<file path="config.mk">
export PLATFORM = sky130hd
export DESIGN_NAME = pattern_phase_finder
export DESIGN_NICKNAME = d
export VERILOG_FILES = /design/src/rtl/led_pattern_checker_pkg.sv /design/src/rtl/led_pattern_checker_phase_finder.sv
export SDC_FILE = /design/constraint.sdc
export NUM_CORES = 1
export LEC_CHECK = 0
export BUFFER_PORTS_ARGS = -buffer_cell sky130_fd_sc_hd__buf_2
export CORE_AREA = 4 4 90 71
export DETAILED_ROUTE_END_ITERATION = 10
export DIE_AREA = 0 0 94 75
export GPL_TIMING_DRIVEN = 0
export PLACE_DENSITY = 0.52
export SYNTH_ARGS = -nofsm -noshare
export SYNTH_HDL_FRONTEND = slang
export SYNTH_SLANG_ARGS = --single-unit
</file>
<file path="constraint.sdc">
create_clock -name clk -period 3.91 [get_ports clk]
set_input_delay 0.1955 -clock clk [delete_from_list [all_inputs] [get_ports clk]]
set_output_delay 0.1955 -clock clk [all_outputs]
set_load 0.05 [all_outputs]
</file>
<file path="src/rtl/led_pattern_checker_pkg.sv">
// Shared definitions for the LED pattern stream {bar, mosca, azul}.
// Holds the pattern period, the three per-lane pattern constants (also used by
// the generator), the symbol-extraction helper and the checker state encoding.
package led_pattern_checker_pkg;

  localparam int PERIOD = 10;

  // Per-lane patterns, transmitted LSB first.
  localparam logic [9:0] BAR   = 10'b0010011110;
  localparam logic [9:0] MOSCA = 10'b0110101100;
  localparam logic [9:0] AZUL  = 10'b1010101000;

  typedef enum logic {
    HUNT   = 1'b0,
    LOCKED = 1'b1
  } state_t;

  // Symbol i of the cycle as {bar, mosca, azul}; i must be in 0..PERIOD-1.
  function automatic logic [2:0] sym(input logic [3:0] i);
    return {BAR[i], MOSCA[i], AZUL[i]};
  endfunction

endpackage

</file>
<file path="src/rtl/led_pattern_checker_phase_finder.sv">
// pattern_phase_finder: acquisition half of the LED pattern checker.
// Keeps a window of the last PERIOD symbols (oldest at index 0) and compares the
// window as it will look after the current sample against every rotation of
// the pattern in parallel.
// Ports:
//   clk, reset      clock, synchronous active-high reset
//   clear           empties window and fill counter (used on loss of lock)
//   enable          window only advances while the checker is hunting
//   valid_in        sample strobe
//   led_in [2:0]    received symbol {bar, mosca, azul}
//   hit             a rotation matches the window including led_in (combinational)
//   r [3:0]         lowest matching rotation; valid when hit=1
module pattern_phase_finder (
  input  logic       clk,
  input  logic       reset,
  input  logic       clear,
  input  logic       enable,
  input  logic       valid_in,
  input  logic [2:0] led_in,
  output logic       hit,
  output logic [3:0] r
);
  import led_pattern_checker_pkg::*;

  localparam logic [3:0] FULL = 4'(PERIOD);

  logic [2:0]        win_reg  [PERIOD];
  logic [2:0]        win_next [PERIOD];
  logic [3:0]        fill_reg;
  logic [3:0]        fill_next;
  logic [PERIOD-1:0] match;

  // Window and fill count as they would be after accepting led_in.
  always_comb begin
    for (int k = 0; k < PERIOD - 1; k++) begin
      win_next[k] = win_reg[k+1];
    end
    win_next[PERIOD-1] = led_in;
    fill_next = (fill_reg == FULL) ? fill_reg : fill_reg + 4'd1;
  end

  // Rotation gi expects window[k] = s[(gi + k) mod PERIOD].
  generate
    for (genvar gi = 0; gi < PERIOD; gi++) begin : g_rot
      logic rot_match;
      always_comb begin
        rot_match = 1'b1;
        for (int k = 0; k < PERIOD; k++) begin
          if (win_next[k] != sym(4'((gi + k) % PERIOD))) begin
            rot_match = 1'b0;
          end
        end
      end
      assign match[gi] = rot_match;
    end
  endgenerate

  // Scan downward so the lowest matching rotation is the one left in r.
  always_comb begin
    hit = 1'b0;
    r   = 4'd0;
    if (enable && valid_in && (fill_next == FULL)) begin
      for (int k = PERIOD - 1; k >= 0; k--) begin
        if (match[k]) begin
          hit = 1'b1;
          r   = 4'(k);
        end
      end
    end
  end

  always_ff @(posedge clk) begin
    if (reset || clear) begin
      for (int k = 0; k < PERIOD; k++) begin
        win_reg[k] <= 3'd0;
      end
      fill_reg <= 4'd0;
    end else if (enable && valid_in) begin
      for (int k = 0; k < PERIOD; k++) begin
        win_reg[k] <= win_next[k];
      end
      fill_reg <= fill_next;
    end
  end

endmodule

</file>
== Yosys cells after proc, flatten, opt, wreduce, memory -nomap -nowiden ==
Memory sizes are Yosys's and may differ from the RTL's.
Cells that the tools add are included.

* Flip-flop bits (word level): 4
* Memory bits (writable): 30
* Input port bits: 8
* Output and inout bits: 5
* Logic and storage cells: 223
* Memories: 1

{| class="wikitable"
|+ Memory list
! memory !! depth !! bits a word !! read ports !! clocked after Yosys merged registers in !! wr ports !! line !! RTL
|-
| win_reg || 10 || 3 || 9 || 0 || 10 || led_pattern_checker_phase_finder.sv:27 || <nowiki>logic [2:0] win_reg [PERIOD];</nowiki>
|}

* Add/sub/neg operators: 1
* Equality and inequality tests: 62
* Multiplexer cells: 135
* Bitwise logic cells: 10
* Reduce and logical (&&, ||, !) cells: 13

{| class="wikitable"
|+ Operators with widths
! cell !! count
|-
| $mux 1 || 113
|-
| $ne 3x3->1 const B || 30
|-
| $ne 3x2->1 const B || 20
|-
| $mux 4 || 12
|-
| $mux 3 || 10
|-
| $ne 3x1->1 const B || 10
|-
| $reduce_bool 3->1 || 10
|-
| $or 1x1->1 || 10
|-
| $eq 4x4->1 const B || 2
|-
| $add 4x1->4 const B || 1
|-
| $logic_and 1x1->1 || 2
|-
| $logic_or 1x1->1 || 1
|}

== Logic depth before layout (Yosys ltp) ==
Gate-level depths: netlist of the first run.

* Word-level depth: 22
* Gate-level depth with buffers: 7
* Mapped depth without buffers: 7

== Worst setup path after synthesis of the first run ==
No wires, ideal clock.

* Path kind: register to output
* From: mem win_reg[7][2], in the netlist win_reg[0][23]
* To: out hit
* Arrival time: 2.610 ns
* Required time: 3.714 ns
* Path slack: 1.104 ns
* Stages on the path, launching flop included: 5
* Buffers on the path: 0
* Path through: edfxtp_1 or4_4 or4_4 and3_4 a41oi_1

{| class="wikitable"
|+ RTL lines
! element !! line !! RTL
|-
| start: declaration || led_pattern_checker_phase_finder.sv:27 ||
|-
| end: declaration || led_pattern_checker_phase_finder.sv:20 || <nowiki>output logic hit,</nowiki>
|}

==> summary.md, run 1 <==
| Metric | Value |
|---|---|
| Status | `completed` |
| Fin crit share | `0.725` |
| Setup crit start | `win_reg[0][29]$_SDFFCE_PN0P_` |
| Fin Setup TNS | `0 ns` |
| Net switching power figure | `174 uW` |
| CP cell instances | `nor4b_1 > nand3_1 > or4_1 > nand2b_1 > nor3_1 > buf_2` |
| Port bufs | `12` |
| Startpoint types | `flop` |
| Worst EP arrival | `roughly 2.6 ns` |
| # hold bufs at CTS | `0` |
| Max Slew Vio Count | `0` |
| Share of post-route cells with drive strength above 1 | `0.132` |
| Post-Syn Instances | `between 150 and 200` |
| Crit Path Category | `flop to primary output` |
| Synth Area in XOR/XNOR | `0.00470` |
| Post-synthesis adder-cell area fraction | `0.0134` |
| Logic gate share of total power | `0.053` |
| Synth async-reset ratio | `0` |
| P_int | `between 500 and 600 uW` |
| Final Cell Area | `between 0.002 and 0.0025 sq mm` |
| Critical path endpoint category | `primary output` |
| Fin cells | `~280` |
| Final min period | `between 2 and 3 ns` |
| Row count | `24` |
| Largest net degree at the start of global routing | `28` |
| Yosys warning count | `0` |
| Via/cell ratio | `5.66` |
| Post-Synth Simple-Gate Area | `0.450` |
| Number of fill cells | `580` |
| WHS Path Cells | `4` |
| Dpl hpwl | `roughly 3.5 mm` |
| Number of synthesized flops with an enable pin | `27` |
| Max incr delay on CP | `around 0.6 ns` |
| Worst-Skew Late Latency | `0.29 ns` |
| Max cap viols | `0` |
| Initial DRC count | `between 200 and 250` |
| Sequential share of the synthesized area | `0.478` |
| Cell count after placement | `about 280` |
| Total grt overflow | `0` |
| Synth cell types | `40` |
| RSZ-0062 raised after global routing | `no` |
| Reg power frac | `0.534` |
| Max FFs per register | `27` |
| Relative slew slack | `0.132` |
| Area leader, netlist | `edfxtp_1` |
| Post-Route WL | `4.91 mm` |
| FF-to-FF setup slack | `between 2 and 2.5 ns` |
| Vias in the first global route | `~1,400` |
| Most common cell in the netlist | `edfxtp_1` |
| WP data required | `around 3.7 ns` |
| Root buf cell | `clkbuf_8` |
| Clock Power Share | `0.413` |
| Post-CTS setup buffer count | `0` |
| Reg2Reg Launch Point | `fill_reg[0]$_SDFFE_PP0P_` |
| Worst hold path type | `input pin to flop` |
| Clock sink total | `31` |
| Area share of the largest cell type after synthesis | `0.435` |
| Initial Util | `0.334` |
| Synth Area in Compound Gates | `0.0457` |
| R2r worst-path depth | `6` |
| #FFs+latches synth | `31` |
| Max Buffers Root-to-Sink | `2` |
| Area growth, synth to finish | `14.2%` |
| Core area | `0.00559 sq mm` |
| Post-synth top flop | `edfxtp_1` |
| Post-CTS sizing | `0` |
| Number of I/O pins | `13` |
| Achievable Freq | `~0.35 GHz` |
| Nets@finish | `214` |
| GPL Wtd Cong | `0.954` |
| Hold Startpoint | `enable` |
| Hold violation total from the final report | `0` |
| Mapped Area | `approximately 0.0019 sq mm` |
| Worst R2R End | `fill_reg[0]$_SDFFE_PP0P_` |
| Commonest cells in the netlist | `edfxtp_1, and2_1, nor2_1, nand4_1, nor2b_1` |
| CTS tree | `yes` |
| CTS H-tree lvls | `2` |
| Routed len/inst | `17.3 um` |
| Residual DRC | `0` |
| Power Dens Cells | `353 mW/mm^2` |
| Antenna viol nets, final | `0` |
| Die area | `approximately 0.007 sq mm` |
| Main area contributors after synthesis | `edfxtp_1, and2_1, dfxtp_1` |
| DP Area | `slightly above 0.002 sq mm` |
| DIE HEIGHT | `75 um` |
| # setup viols final | `0` |
| Leakage power | `around 0.00075 uW` |
| Initial antenna violation count | `0` |
| Sw Ratio | `0.231` |
| Clock skew | `0.00531 ns` |
| Worst-case vdd ir drop | `around 0.15 mV` |
| Vias | `around 1,600` |
| First-pass GRT wire length | `7.67 mm` |
| Drt pass-1 iters | `4` |
| Total GRT Usage | `0.147` |
| Syn avg cell area | `10.1 sq um` |
| Worst Hold Endpoint | `fill_reg[2]$_SDFFE_PP0P_` |
| Slowest CP cell | `or4_1` |
| Crit path max fanout | `7` |
| CTS Buf Count | `5` |
| N_diodes | `0` |
| Worst-Margin Slew | `about 1.3 ns` |
| DIE WIDTH | `around 94 um` |
| Multiplexer share of the synthesized area | `0` |
| Main combinational cell family by area after synthesis | `simple AND/OR/NAND/NOR gates` |
| Reg clk slew, reported paths | `approximately 0.07 ns` |
| Post-Syn Nets | `about 200` |
critical path: cells and delay by family (launching register included):
kind          cells  cell delay, ns
flops             1            0.52
buf+inv           1            0.23
simple gates      5            1.60
power by group through the flow:
stage / Combinational (uW) / Sequential (uW) / Clock (uW)
2_1_floorplan: 27.5 / 395 / 0
6_report: 39.9 / 402 / 310
3_3_place_gp: 40.3 / 409 / 0
4_1_cts: 39.9 / 400 / 317
5_1_grt: 43.9 / 404 / 332
3_5_place_dp: 39.6 / 407 / 0
worst max path at each step:
stage | endpoint | cells past startpoint
3_3_place_gp | hit | 5
6_report | r[2] | 6
3_5_place_dp | hit | 5
5_1_grt | hit | 6
4_1_cts | hit | 5
2_1_floorplan | hit | 4
per-layer routing:
metal	part of all wire	vias to the layer above	GRT usage
met4	0.020	0	0.0497
met1	0.48	749	0.213
met5	0	-	0
met3	0.11	14	0.0559
met2	0.39	89	0.200
li1	-	751	-
cell type report:
class / instances / area (sq um) / area share
clock buffer: 5 / 68.8 / 0.0323
inverter: 1 / 3.75 / 0.00176
clock inverter: 3 / 38.8 / 0.0182
tap: 78 / 97.6 / 0.0459
sequential: 31 / 891 / 0.419
multi-input combinational: 150 / 957 / 0.450
buffer: 3 / 11.3 / 0.00529
timing repair buffer: 12 / 60.1 / 0.0282
logic make-up after synthesis:
kind of cell	count (synthesis)
and+or+nand+nor	133
DFF	31
AOI/OAI and AO/OA	14
buffers and inverters	4
adders and majority gates	2
xor gates and xnor gates	1
layout by cell type, fill, tap and decap left out, types with 3 or more instances in the layout:
| cell | Yosys | layout |
|---|---|---|
| nor2_1 | 18 | 18 |
| a21oi_1 | 6 | 6 |
| and2_1 | 26 | 26 |
| nor2b_1 | 10 | 10 |
| o21ai_0 | 3 | 3 |
| clkbuf_1 | 3 | 3 |
| dfxtp_1 | 4 | 4 |
| and3_1 | 3 | 3 |
| nand3_1 | 9 | 9 |
| nor3_1 | 4 | 4 |
| buf_2 | 0 | 12 |
| nand4b_1 | 4 | 4 |
| nor4b_1 | 3 | 3 |
| nand2_1 | 7 | 7 |
| nor4_1 | 7 | 7 |
| or4_1 | 4 | 4 |
| clkbuf_8 | 0 | 5 |
| nor3b_1 | 5 | 5 |
| nand4_1 | 11 | 11 |
| edfxtp_1 | 27 | 27 |
| or3_1 | 3 | 3 |
per-stage QoR:
| step | util | hold slack [ns] | setup slack (ns) | total power, uW |
|---|---|---|---|---|
| after detailed placement | 0.362 | 0.534 | 1.41 | 447 |
| final | 0.381 | 0.281 | 1.08 | 752 |
| after global placement | 0.362 | 0.517 | 1.36 | 450 |
| after CTS | 0.381 | 0.266 | 1.08 | 757 |
| after floorplan | - | 0.394 | 1.10 | 423 |
| after global routing | 0.381 | 0.282 | 0.943 | 780 |
Note: power is estimated with default switching activity, not from simulation.
==> run 2: changes to the inputs <==
--- a/config.mk
+++ b/config.mk
@@ -5,10 +5,11 @@
 export SDC_FILE = /design/constraint.sdc
 export NUM_CORES = 1
 export LEC_CHECK = 0
+export ABC_AREA = 1
 export BUFFER_PORTS_ARGS = -buffer_cell sky130_fd_sc_hd__buf_2
-export CORE_AREA = 4 4 90 71
+export CORE_AREA = 4 4 95 74
 export DETAILED_ROUTE_END_ITERATION = 10
-export DIE_AREA = 0 0 94 75
+export DIE_AREA = 0 0 99 78
 export GPL_TIMING_DRIVEN = 0
 export PLACE_DENSITY = 0.52
 export SYNTH_ARGS = -nofsm -noshare
==> constraint.sdc (replaced) <==
create_clock -name clk -period 2.9 [get_ports clk]
set_input_delay 0.145 -clock clk [delete_from_list [all_inputs] [get_ports clk]]
set_output_delay 0.145 -clock clk [all_outputs]
set_load 0.05 [all_outputs]
==> run 2 against run 1 <==
First-iteration DRC count down 34%. Worst setup slack worse by 0.54 ns. Core utilization about the same. Highest routed layer unchanged. Routed wire length up 27%. Cell count up 40%. Sequential power up 34%. Clock-buffer cell count up 1. Combinational power up 140%. Register-to-register slack worse by 0.74 ns. Worst hold slack worse by 0.11 ns. Design area up 10%. Clock skew down 0.0012 ns.
==> summary.md, run 2 <==
| Metric | Value |
|---|---|
| Crit Path Category | `flop to primary output` |
| Max Buffers Root-to-Sink | `2 (unchanged)` |
| Yosys warning count | `0 (unchanged)` |
| Leakage power | `0.000886 uW (+19%)` |
| # hold bufs at CTS | `0 (unchanged)` |
| Reg clk slew, reported paths | `0.07 ns (about the same)` |
| Initial antenna violation count | `0 (unchanged)` |
| Area share of the largest cell type after synthesis | `0.389 (-0.0465)` |
| Multiplexer share of the synthesized area | `0 (unchanged)` |
| Worst EP arrival | `2.22 ns (-0.42 ns)` |
| Port bufs | `12 (unchanged)` |
| Vias | `1,962 (+22%)` |
| Number of synthesized flops with an enable pin | `27 (unchanged)` |
| Post-CTS sizing | `0 (unchanged)` |
| Initial Util | `0.338 (+0.00492)` |
| Synth Area in XOR/XNOR | `0.0162 (+0.0115)` |
| Hold violation total from the final report | `0 (unchanged)` |
| Post-synthesis adder-cell area fraction | `0.0120 (-0.00143)` |
| Worst-Skew Late Latency | `0.29 ns (about the same)` |
| Post-Syn Nets | `307 (+57%)` |
| Net switching power figure | `272 uW (+56%)` |
| First-pass GRT wire length | `10.2 mm (+33%)` |
| WHS | `0.167 ns (-0.114 ns)` |
| Area growth, synth to finish | `12.7%` |
| Worst Hold Endpoint | `fill_reg[1]$_SDFFE_PP0P_` |
| GPL Wtd Cong | `0.924 (-3.2%)` |
| Sw Ratio | `0.258 (+0.0263)` |
| Achievable Freq | `roughly 0.42 GHz` |
| Commonest cells in the netlist | `nor2_1, nand2_1, nand3_1, inv_1, edfxtp_1` |
| DP Area | `0.00225 sq mm (+11%)` |
| Area leader, netlist | `edfxtp_1` |
| Via/cell ratio | `4.94 (-13%)` |
| Initial DRC count | `157 (-34%)` |
| RSZ-0062 raised after global routing | `no` |
| Fin cells | `397 (+40%)` |
| Total grt overflow | `0 (unchanged)` |
| Antenna viol nets, final | `0 (unchanged)` |
| DIE HEIGHT | `78 um (+4.0%)` |
| Total GRT Usage | `0.174 (+0.0271)` |
| Nets@finish | `326 (+52%)` |
| Max cap viols | `0 (unchanged)` |
| Critical path endpoint category | `primary output` |
| Post-synth top flop | `edfxtp_1` |
| Synth async-reset ratio | `0 (unchanged)` |
| Worst-Margin Slew | `1.20 ns (-0.101 ns)` |
| Syn avg cell area | `7.02 sq um (-30%)` |
| # setup viols final | `0 (unchanged)` |
| Row count | `25 (+4.2%)` |
| Startpoint types | `flop` |
| CTS Buf Count | `5 (unchanged)` |
| Drt pass-1 iters | `4 (unchanged)` |
| Clock skew | `0.00415 ns (-0.00116 ns)` |
| N_diodes | `0 (unchanged)` |
| Core area | `0.00616 sq mm (+10%)` |
| Main area contributors after synthesis | `edfxtp_1, nor2_1, nand3_1` |
| Relative slew slack | `0.198 (+0.0655)` |
| Post-Synth Simple-Gate Area | `0.441 (-0.00905)` |
| FF-to-FF setup slack | `1.72 ns (-0.74 ns)` |
| Reg power frac | `0.511 (-0.023)` |
| Post-Syn Instances | `297 (+61%)` |
| Die area | `0.00772 sq mm (+9.5%)` |
| Root buf cell | `clkbuf_8` |
| Final min period | `2.36 ns` |
| Routed len/inst | `15.7 um (-9.3%)` |
| Number of I/O pins | `13 (unchanged)` |
| Share of post-route cells with drive strength above 1 | `0.168 (+0.0360)` |
| Post-CTS setup buffer count | `0 (unchanged)` |
| P_int | `783 uW (+35%)` |
| Residual DRC | `0 (unchanged)` |
| R2r worst-path depth | `5 (-1)` |
| Commonest non-fill, non-tap cells in the layout | `nor2_1, nand2_1, nand3_1` |
| Power Dens Cells | `449 mW/mm^2 (+27%)` |
| Crit path max fanout | `6 (-1)` |
| Main combinational cell family by area after synthesis | `simple AND/OR/NAND/NOR gates` |
| Worst R2R End | `fill_reg[0]$_SDFFE_PP0P_` |
| CTS tree | `yes` |
| Max FFs per register | `27 (unchanged)` |
| Largest net degree at the start of global routing | `30 (+7.1%)` |
| Reg2Reg Launch Point | `fill_reg[0]$_SDFFE_PP0P_` |
| Logic gate share of total power | `0.089 (+0.036)` |
| Clock sink total | `31 (unchanged)` |
| WHS Path Cells | `4 (unchanged)` |
| WP data required | `2.76 ns (-0.95 ns)` |
| Status | `completed` |
| Max Slew Vio Count | `0 (unchanged)` |
| CTS H-tree lvls | `2 (unchanged)` |
| Mapped Area | `0.00209 sq mm (+12%)` |
| Most common cell in the netlist | `nor2_1` |
| Sequential share of the synthesized area | `0.427 (-0.0511)` |
| Dpl hpwl | `5.05 mm (+42%)` |
| Synth cell types | `22 (-45%)` |
| #FFs+latches synth | `31 (unchanged)` |
| Post-Route WL | `6.25 mm (+27%)` |
| DIE WIDTH | `99 um (+5.3%)` |
| Final Cell Area | `0.00235 sq mm (+10%)` |
| Hold Startpoint | `reset` |
| Fin Setup TNS | `0 ns (unchanged)` |
| Vias in the first global route | `1,851 (+30%)` |
| Worst hold path type | `input pin to flop` |
| Clock Power Share | `0.400 (-0.013)` |
| Worst-case vdd ir drop | `0.165 mV (+12%)` |
| Commonest non-fill, non-tap cell in the layout | `nor2_1` |
| Synth Area in Compound Gates | `0.0132 (-0.0325)` |
| Cell count after placement | `390 (+42%)` |
| Fin crit share | `0.815` |
## run 2: logic make-up (layout without fill, tap and decap cells)
kind of cell	count (synthesis)	after routing
and+or+nand+nor	206	206
buffers and inverters	50	69
DFF	31	31
AOI/OAI and AO/OA	5	5
xor gates and xnor gates	3	3
adders and majority gates	2	2
## run 2: metrics by stage
step / total power, uW / worst slack, ns / util
2_1_floorplan: 598 / 0.773 / -
3_3_place_gp: 644 / 0.876 / 0.365
3_5_place_dp: 641 / 0.918 / 0.365
4_1_cts: 1060 / 0.592 / 0.381
5_1_grt: 1100 / 0.316 / 0.381
6_report: 1050 / 0.535 / 0.381
## run 2: metal layers
metal | vias up | part of all wire | track usage
li1 | 999 | - | -
met1 | 892 | 0.52 | 0.276
met2 | 64 | 0.39 | 0.229
met3 | 7 | 0.074 | 0.0404
met4 | 0 | 0.011 | 0.0491
met5 | - | 0 | 0
## run 2: final cells by class
cell class	instances	area [sq um]
multi-input combinational	216	1010
sequential	31	891
timing repair buffer	12	60.1
buffer	4	16.3
clock buffer	6	72.6
clock inverter	1	30.0
tap	81	101
fill	656	3810
inverter	46	173
## run 2: worst max-delay path: stages, from the launching register on
cell and delay (ns):
edfxtp_1 0.53, inv_2 0.12, nand2_1 0.05, nor3_1 0.38, nand3_1 0.15, nor2_2 0.19
nor2_1 0.07, nand3_1 0.07, nor2_1 0.04, nor2_1 0.07, buf_2 0.27
## run 2: how the worst max path moves through the flow
stage / cells after the start / startpoint / end
final: 10 / win_reg[0][29]$_SDFFCE_PN0P_ / hit
after floorplan: 8 / fill_reg[0]$_SDFFE_PP0P_ / r[2]
after global placement: 10 / win_reg[0][29]$_SDFFCE_PN0P_ / hit
after CTS: 10 / win_reg[0][29]$_SDFFCE_PN0P_ / hit
after global routing: 10 / win_reg[0][29]$_SDFFCE_PN0P_ / hit
after detailed placement: 10 / win_reg[0][29]$_SDFFCE_PN0P_ / hit
## run 2: power groups by stage
stage               clock network [uW]  registers [uW]  logic, uW
global placement                     0             549       94.5
floorplan                            0             535       62.4
detailed placement                   0             548       92.9
global route                       454             543        107
CTS                                428             539       93.4
finish                             422             539       93.9
